==> src/rtl/alu_result_stage.sv <==
// alu_result_stage
//   EX-stage output register behind the ALU result mux. Each accepted beat
//   gets its N/Z status computed here and is presented one cycle later to the
//   EX/MEM boundary under a valid/ready handshake. The stage also owns the
//   architectural NZCV register, which is written only by legal flag-setting
//   operations at accept time, independent of downstream stalls.
//
//   Build option: ALU_RESULT_STAGE_SKID_EN
//     defined   - two-entry buffer (main + skid); in_ready comes from a register
//     undefined - single entry; in_ready = out_ready | ~out_valid
//
//   Ports
//     clk, reset_n                 clock, async active-low reset
//     in_valid / in_ready          upstream handshake
//     in_result[WIDTH]             ALU mux output
//     in_cntrl[3]                  op code (001/111 illegal)
//     in_carry, in_overflow        adder status (used only for add/sub)
//     in_set_flags                 op writes NZCV
//     out_valid / out_ready        downstream handshake
//     out_result, out_zero         registered result and its zero status
//     out_illegal                  beat carried an illegal op code
//     flags[4]                     architectural {N,Z,C,V}
module alu_result_stage #(
   parameter int WIDTH = 64
) (
   input  logic             clk,
   input  logic             reset_n,
   input  logic             in_valid,
   output logic             in_ready,
   input  logic [WIDTH-1:0] in_result,
   input  logic [2:0]       in_cntrl,
   input  logic             in_carry,
   input  logic             in_overflow,
   input  logic             in_set_flags,
   output logic             out_valid,
   input  logic             out_ready,
   output logic [WIDTH-1:0] out_result,
   output logic             out_zero,
   output logic             out_illegal,
   output logic [3:0]       flags
);

   typedef struct packed {
      logic [WIDTH-1:0] result;
      logic             zero;
      logic             illegal;
   } beat_t;

   logic       w_accept, w_emit;
   logic       w_illegal, w_cv_en, w_n, w_z;
   beat_t      w_beat;
   logic [3:0] r_flags;
   logic       r_valid;
   beat_t      r_main;

   assign w_accept = in_valid & in_ready;
   assign w_emit   = r_valid & out_ready;

   always_comb begin
      w_illegal = (in_cntrl == 3'b001) || (in_cntrl == 3'b111);
      w_cv_en   = (in_cntrl == 3'b010) || (in_cntrl == 3'b011);
      w_n       = in_result[WIDTH-1];
      // Wide NOR reduction sits before the register so it shares the ALU cycle.
      w_z       = ~|in_result;
      w_beat.result  = w_illegal ? '0 : in_result;
      // Zero status describes the payload actually presented, so an illegal
      // beat (result forced to 0) reports zero.
      w_beat.zero    = w_illegal | w_z;
      w_beat.illegal = w_illegal;
   end

   // Architectural flags update at accept, never at emit.
   always_ff @(posedge clk or negedge reset_n) begin
      if (!reset_n)
         r_flags <= 4'b0000;
      else if (w_accept && in_set_flags && !w_illegal)
         r_flags <= {w_n, w_z, in_carry & w_cv_en, in_overflow & w_cv_en};
   end

`ifdef ALU_RESULT_STAGE_SKID_EN
   logic  r_skid_valid;
   logic  r_in_ready;
   beat_t r_skid;

   assign in_ready = r_in_ready;

   // in_ready is low exactly while the skid entry is occupied, so no accept
   // can coincide with a full skid.
   always_ff @(posedge clk or negedge reset_n) begin
      if (!reset_n) begin
         r_valid      <= 1'b0;
         r_main       <= '0;
         r_skid_valid <= 1'b0;
         r_skid       <= '0;
         r_in_ready   <= 1'b1;
      end else if (r_skid_valid) begin
         if (w_emit) begin
            r_main       <= r_skid;
            r_skid_valid <= 1'b0;
            r_in_ready   <= 1'b1;
         end
      end else if (w_accept) begin
         if (!r_valid || w_emit) begin
            r_main  <= w_beat;
            r_valid <= 1'b1;
         end else begin
            r_skid       <= w_beat;
            r_skid_valid <= 1'b1;
            r_in_ready   <= 1'b0;
         end
      end else if (w_emit) begin
         r_valid <= 1'b0;
      end
   end
`else
   assign in_ready = out_ready | ~r_valid;

   always_ff @(posedge clk or negedge reset_n) begin
      if (!reset_n) begin
         r_valid <= 1'b0;
         r_main  <= '0;
      end else if (w_accept) begin
         r_main  <= w_beat;
         r_valid <= 1'b1;
      end else if (w_emit) begin
         r_valid <= 1'b0;
      end
   end
`endif

   assign out_valid   = r_valid;
   assign out_result  = r_main.result;
   assign out_zero    = r_main.zero;
   assign out_illegal = r_main.illegal;
   assign flags       = r_flags;

endmodule

==> config.mk <==
export PLATFORM = sky130hd
export DESIGN_NAME = alu_result_stage
export DESIGN_NICKNAME = d
export VERILOG_FILES = /design/src/rtl/alu_result_stage.sv
export SDC_FILE = /design/constraint.sdc
export NUM_CORES = 1
export LEC_CHECK = 0
export BUFFER_PORTS_ARGS = -buffer_cell sky130_fd_sc_hd__buf_2
export CORE_MARGIN = 2
export CORE_UTILIZATION = 35
export CTS_CLUSTER_DIAMETER = 100
export DETAILED_ROUTE_END_ITERATION = 10
export GPL_TIMING_DRIVEN = 0
export PLACE_DENSITY = 0.73
export SYNTH_ARGS = -nofsm -noshare
export SYNTH_HDL_FRONTEND = slang
export SYNTH_SLANG_ARGS = --single-unit
==> constraint.sdc <==
create_clock -name clk -period 3.3 [get_ports clk]
set_clock_uncertainty 0.2 [all_clocks]
set_input_delay 0.99 -clock clk [delete_from_list [all_inputs] [get_ports clk]]
set_output_delay 0.99 -clock clk [all_outputs]
set_load 0.02 [all_outputs]
-- Word-level counts from Yosys, hierarchy flattened
Cells that the tools add are included.
- eq/ne operators: 4
- multiplexer cells: 3
- bitwise gates (word level): 7
- reductions and logical operators: 8
- operators with widths (kind ; number):
    $mux 64 ; 1
    $reduce_or 64->1 ; 1
    $eq 3x2->1 const B ; 2
    $and 1x1->1 ; 4
    $eq 3x1->1 const B ; 1
    $eq 3x3->1 const B ; 1
    $logic_and 1x1->1 ; 2
    $logic_not 1->1 ; 2
    $logic_or 1x1->1 ; 2
    $mux 1 ; 2
    $or 1x1->1 ; 2
    $reduce_bool 2->1 ; 1
    $not 1->1 ; 1
- register bits: 71
- input port bits: 74
- output and inout port bits: 72

-- Logic depth before layout (Yosys ltp)
- depth after elaboration: 5
- gate-level depth with buffers: 5
- gate-level depth less buffers: 4

-- Least setup slack after synthesis
No wires, ideal clock.
- path type: input -> output
- from: input port out_ready
- to: output port in_ready
- arrival time: 1234 ps
- required time: 2110 ps
- slack: 876 ps
- stages on the path: 2
- path buffers: 0
- cell sequence: inv_1 -> nand2_1
- cells in the longest elaborated chain, start to end: 1
- ends and longest elaborated chain (what ; RTL line ; source):
    start, declared ; 36 ; input logic out_ready,
    $or 1x1->1 ; 116 ; assign in_ready = out_ready | ~r_valid;
    end, declared ; 29 ; output logic in_ready,
Every way passes these cells.

-- Worst setup path in the final report
Same ends and word-level chain as after synthesis.

==> key figures <==
Clocking
  • Post-cts resize count: 0
  • Worst-Skew Late Latency: 0.33 ns
  • TritonCTS clock tree: built
  • Hold buffer count at cts: 0
  • Post-CTS Setup Bufs: 0
  • Root Driver: clkbuf_8
  • Worst-path clk slew: 0.08 ns
  • H-tree depth: 3
  • Clock buffer depth: 2
  • Clock Sinks: 71
  • Clock buffer count from CTS: 9

Pwr
  • VDD IR max: 0.000260 V
  • Pwr dens: 629 nW/um^2
  • Net Sw Frac: 29.9%
  • Clock power share: 33.4%
  • Pleak: 2.00 nW
  • Gate power share: 22.6%
  • Flop pwr share: 44.0%
  • Sw Pwr: 0.713 mW
  • Power Internal: 1.67 mW

Synthesis
  • Area contributors post-synth: dfrtp_1 66%, a22o_1 21%, nor4_1 3.9%
  • Commonest cells post-synth: 71 x dfrtp_1, 64 x a22o_1, 17 x nor4_1
  • Synth top area share: 65.7%
  • Post-synth top area cell: dfrtp_1
  • Async S/R FF share, synth: 100%
  • Syn avg cell area: 14.3 sq um
  • Most frequent cell after synthesis: dfrtp_1
  • Post-Syn Instances: 189
  • Syn nets: 263
  • Mapped Area: 2700 sq um
  • Yosys cell types: 18
  • Syn. warnings: 0
  • Sequential fraction of the synthesis area: 65.7%
  • EDFF count, synth: 0
  • Count of state elements after synthesis: 71
  • Commonest register cell after synthesis: dfrtp_1

Setup path
  • Worst EP arrival: 1.45 ns
  • Slowest CP cell: buf_2
  • CP max stage delay: 0.17 ns
  • Most used cell, CP: buf_2
  • CP cell instances: buf_2, inv_1, nand2_1, buf_2
  • Cell family with most CP delay: buffers and inverters
  • CP Class: in -> out
  • Reg-to-reg critical path startpoint: out_valid
  • Worst Path Buf+Inv: 3
  • Setup crit end kind: output pin
  • Capturing point of the worst reg2reg path: out_result[44]
  • Crit-path max FO: 3
  • Critical Path Start Type: input pin
  • Reg2reg path depth: 4
  • Worst R2R Setup Slack: 1.48 ns
  • Worst path required time: 2.11 ns

Floorplanning
  • Die Ht: 91.9 um
  • Row cnt: 32
  • Die X: 91.9 um
  • Starting Density: 35.5%
  • Core Region: 7610 sq um
  • IO Count: 146
  • Total Die Area: 8440 sq um

Global routing
  • Initial antenna violation count: 0
  • Overall Global Routing Usage: 18.4%
  • Met3 usage: 5.18%
  • Largest net degree at the start of global routing: 72
  • First-pass GRT wire length: 12,000 um
  • GR Util met2: 28.2%
  • Total congestion overflow: 0
  • Layer with the highest usage: met2
  • Global routing usage on met1: 25.0%
  • Vias in the first global route: 2,303

Final layout
  • Layout Cells excl Fill: 452
  • Final net count: 419
  • Core Util, Final: 49.8%
  • Layout cells sized above 1: 48.9%
  • Ant. Diodes: 0
  • Area Growth Syn to Fin: 40.2%

Timing
  • Actual slew at the worst max-slew pin: 0.886 ns
  • Period Utilization, post-route: 79.9%
  • Crit path time final: 2.64 ns
  • Final Hold Viols: 0
  • # setup viols final: 0
  • Unrepaired setup endpoints after global routing: false
  • Fin. max-slew vios: 0
  • Worst relative slew slack: 41.0%
  • FMAX: 0.379 GHz
  • Setup TNS: 0 ns

Placed design
  • Routability cong.: 0.786
  • Hpwl dp: 5710 um
  • Port bufs: 145
  • Post-Place Cells: 436

Worst hold path
  • Hold EP: flags[0]
  • Hold depth: 1
  • Hold Path Class: reg -> reg
  • Worst hold start: flags[0]

Detailed routing
  • Routed Antenna Nets: 0
  • Drt pass-1 iters: 4
  • Detailed Route WL: 7610 um
  • Vias per cell: 5.19
  • WL/cell: 16.8 um
  • DR iter-0 viols: 89
  • Post-route DRC: 0
  • Routed vias: 2,348

Job
  • Number of max-cap violations: 0

Status
  • Status: finished, final reports clean
[sequential cells by signal, summed over array words and instances, names as in the netlist]
signal,count
out_result,64
flags,4
out_illegal,1
out_valid,1
out_zero,1
[worst max path at each step]
stage	endpoint	from	cells past startpoint
2_1_floorplan	in_ready	out_ready	2
3_3_place_gp	flags[2]	in_result[5]	5
3_5_place_dp	flags[2]	in_result[5]	5
4_1_cts	in_ready	out_ready	4
5_1_grt	in_ready	out_ready	4
6_report	in_ready	out_ready	4
[cells by family (layout without fill, tap and decap cells)]
group	after synthesis	after routing	synth area share, %
flops	71	71	65.7
simple gates	30	30	6.57
xor+xnor	1	1	0.324
compound gates	70	70	22.6
mux	2	2	0.833
buf+inv	15	176	3.89
[metrics by stage]
| stage | setup slack (ns) | hold slack [ns] | total power [mW] | area, sq um |
|---|---|---|---|---|
| final | 0.664 | 0.284 | 2.38 | 3790 |
| after global routing | 0.620 | 0.308 | 2.50 | 3790 |
| after detailed placement | 0.570 | 0.260 | 1.61 | 3560 |
| after floorplan | 0.876 | 0.394 | 1.37 | 2700 |
| after CTS | 0.659 | 0.288 | 2.41 | 3790 |
| after global placement | 0.579 | 0.259 | 1.60 | 3560 |
[cells in the final DEF (no fill, tap or decap)]
| cell type | count |
|---|---|
| inv_1 | 2 |
| o21a_1 | 1 |
| nor2b_1 | 1 |
| a21o_1 | 2 |
| buf_2 | 144 |
| buf_6 | 6 |
| dfrtp_1 | 71 |
| o22a_1 | 1 |
| and4_1 | 2 |
| bufinv_16 | 2 |
| buf_4 | 2 |
| clkinv_2 | 1 |
| nand4_1 | 4 |
| a21oi_1 | 1 |
| a221oi_2 | 1 |
| xnor2_1 | 1 |
| clkinvlp_4 | 2 |
| mux2_2 | 2 |
| nor4_1 | 17 |
| nand2_1 | 6 |
| clkbuf_1 | 6 |
| a22o_1 | 64 |
| clkbuf_8 | 11 |
[layout make-up]
cell class,instances,area (sq um)
sequential,71,1780
clock buffer,11,151
timing repair buffer,145,728
fill,718,3820
buffer,13,97.6
clock inverter,5,80.1
inverter,2,7.51
multi-input combinational,103,821
tap,102,128
[power by group through the flow]
stage               Sequential [mW]  Clock [mW]  Combinational [mW]
floorplan                      1.21           0               0.155
global placement               1.06           0               0.536
detailed placement             1.06           0               0.545
CTS                            1.05       0.814               0.547
global route                   1.06       0.860               0.577
finish                         1.05       0.795               0.539
[routing by layer]
layer  up-vias  routed length, um  part of all wire (%)
li1       1063                  -                     -
met1      1177               3390                    45
met2        99               3580                    47
met3         9                542                   7.1
met4         0                 97                   1.3
met5         -                  0                     0
Power figures use the tool's default switching activity.
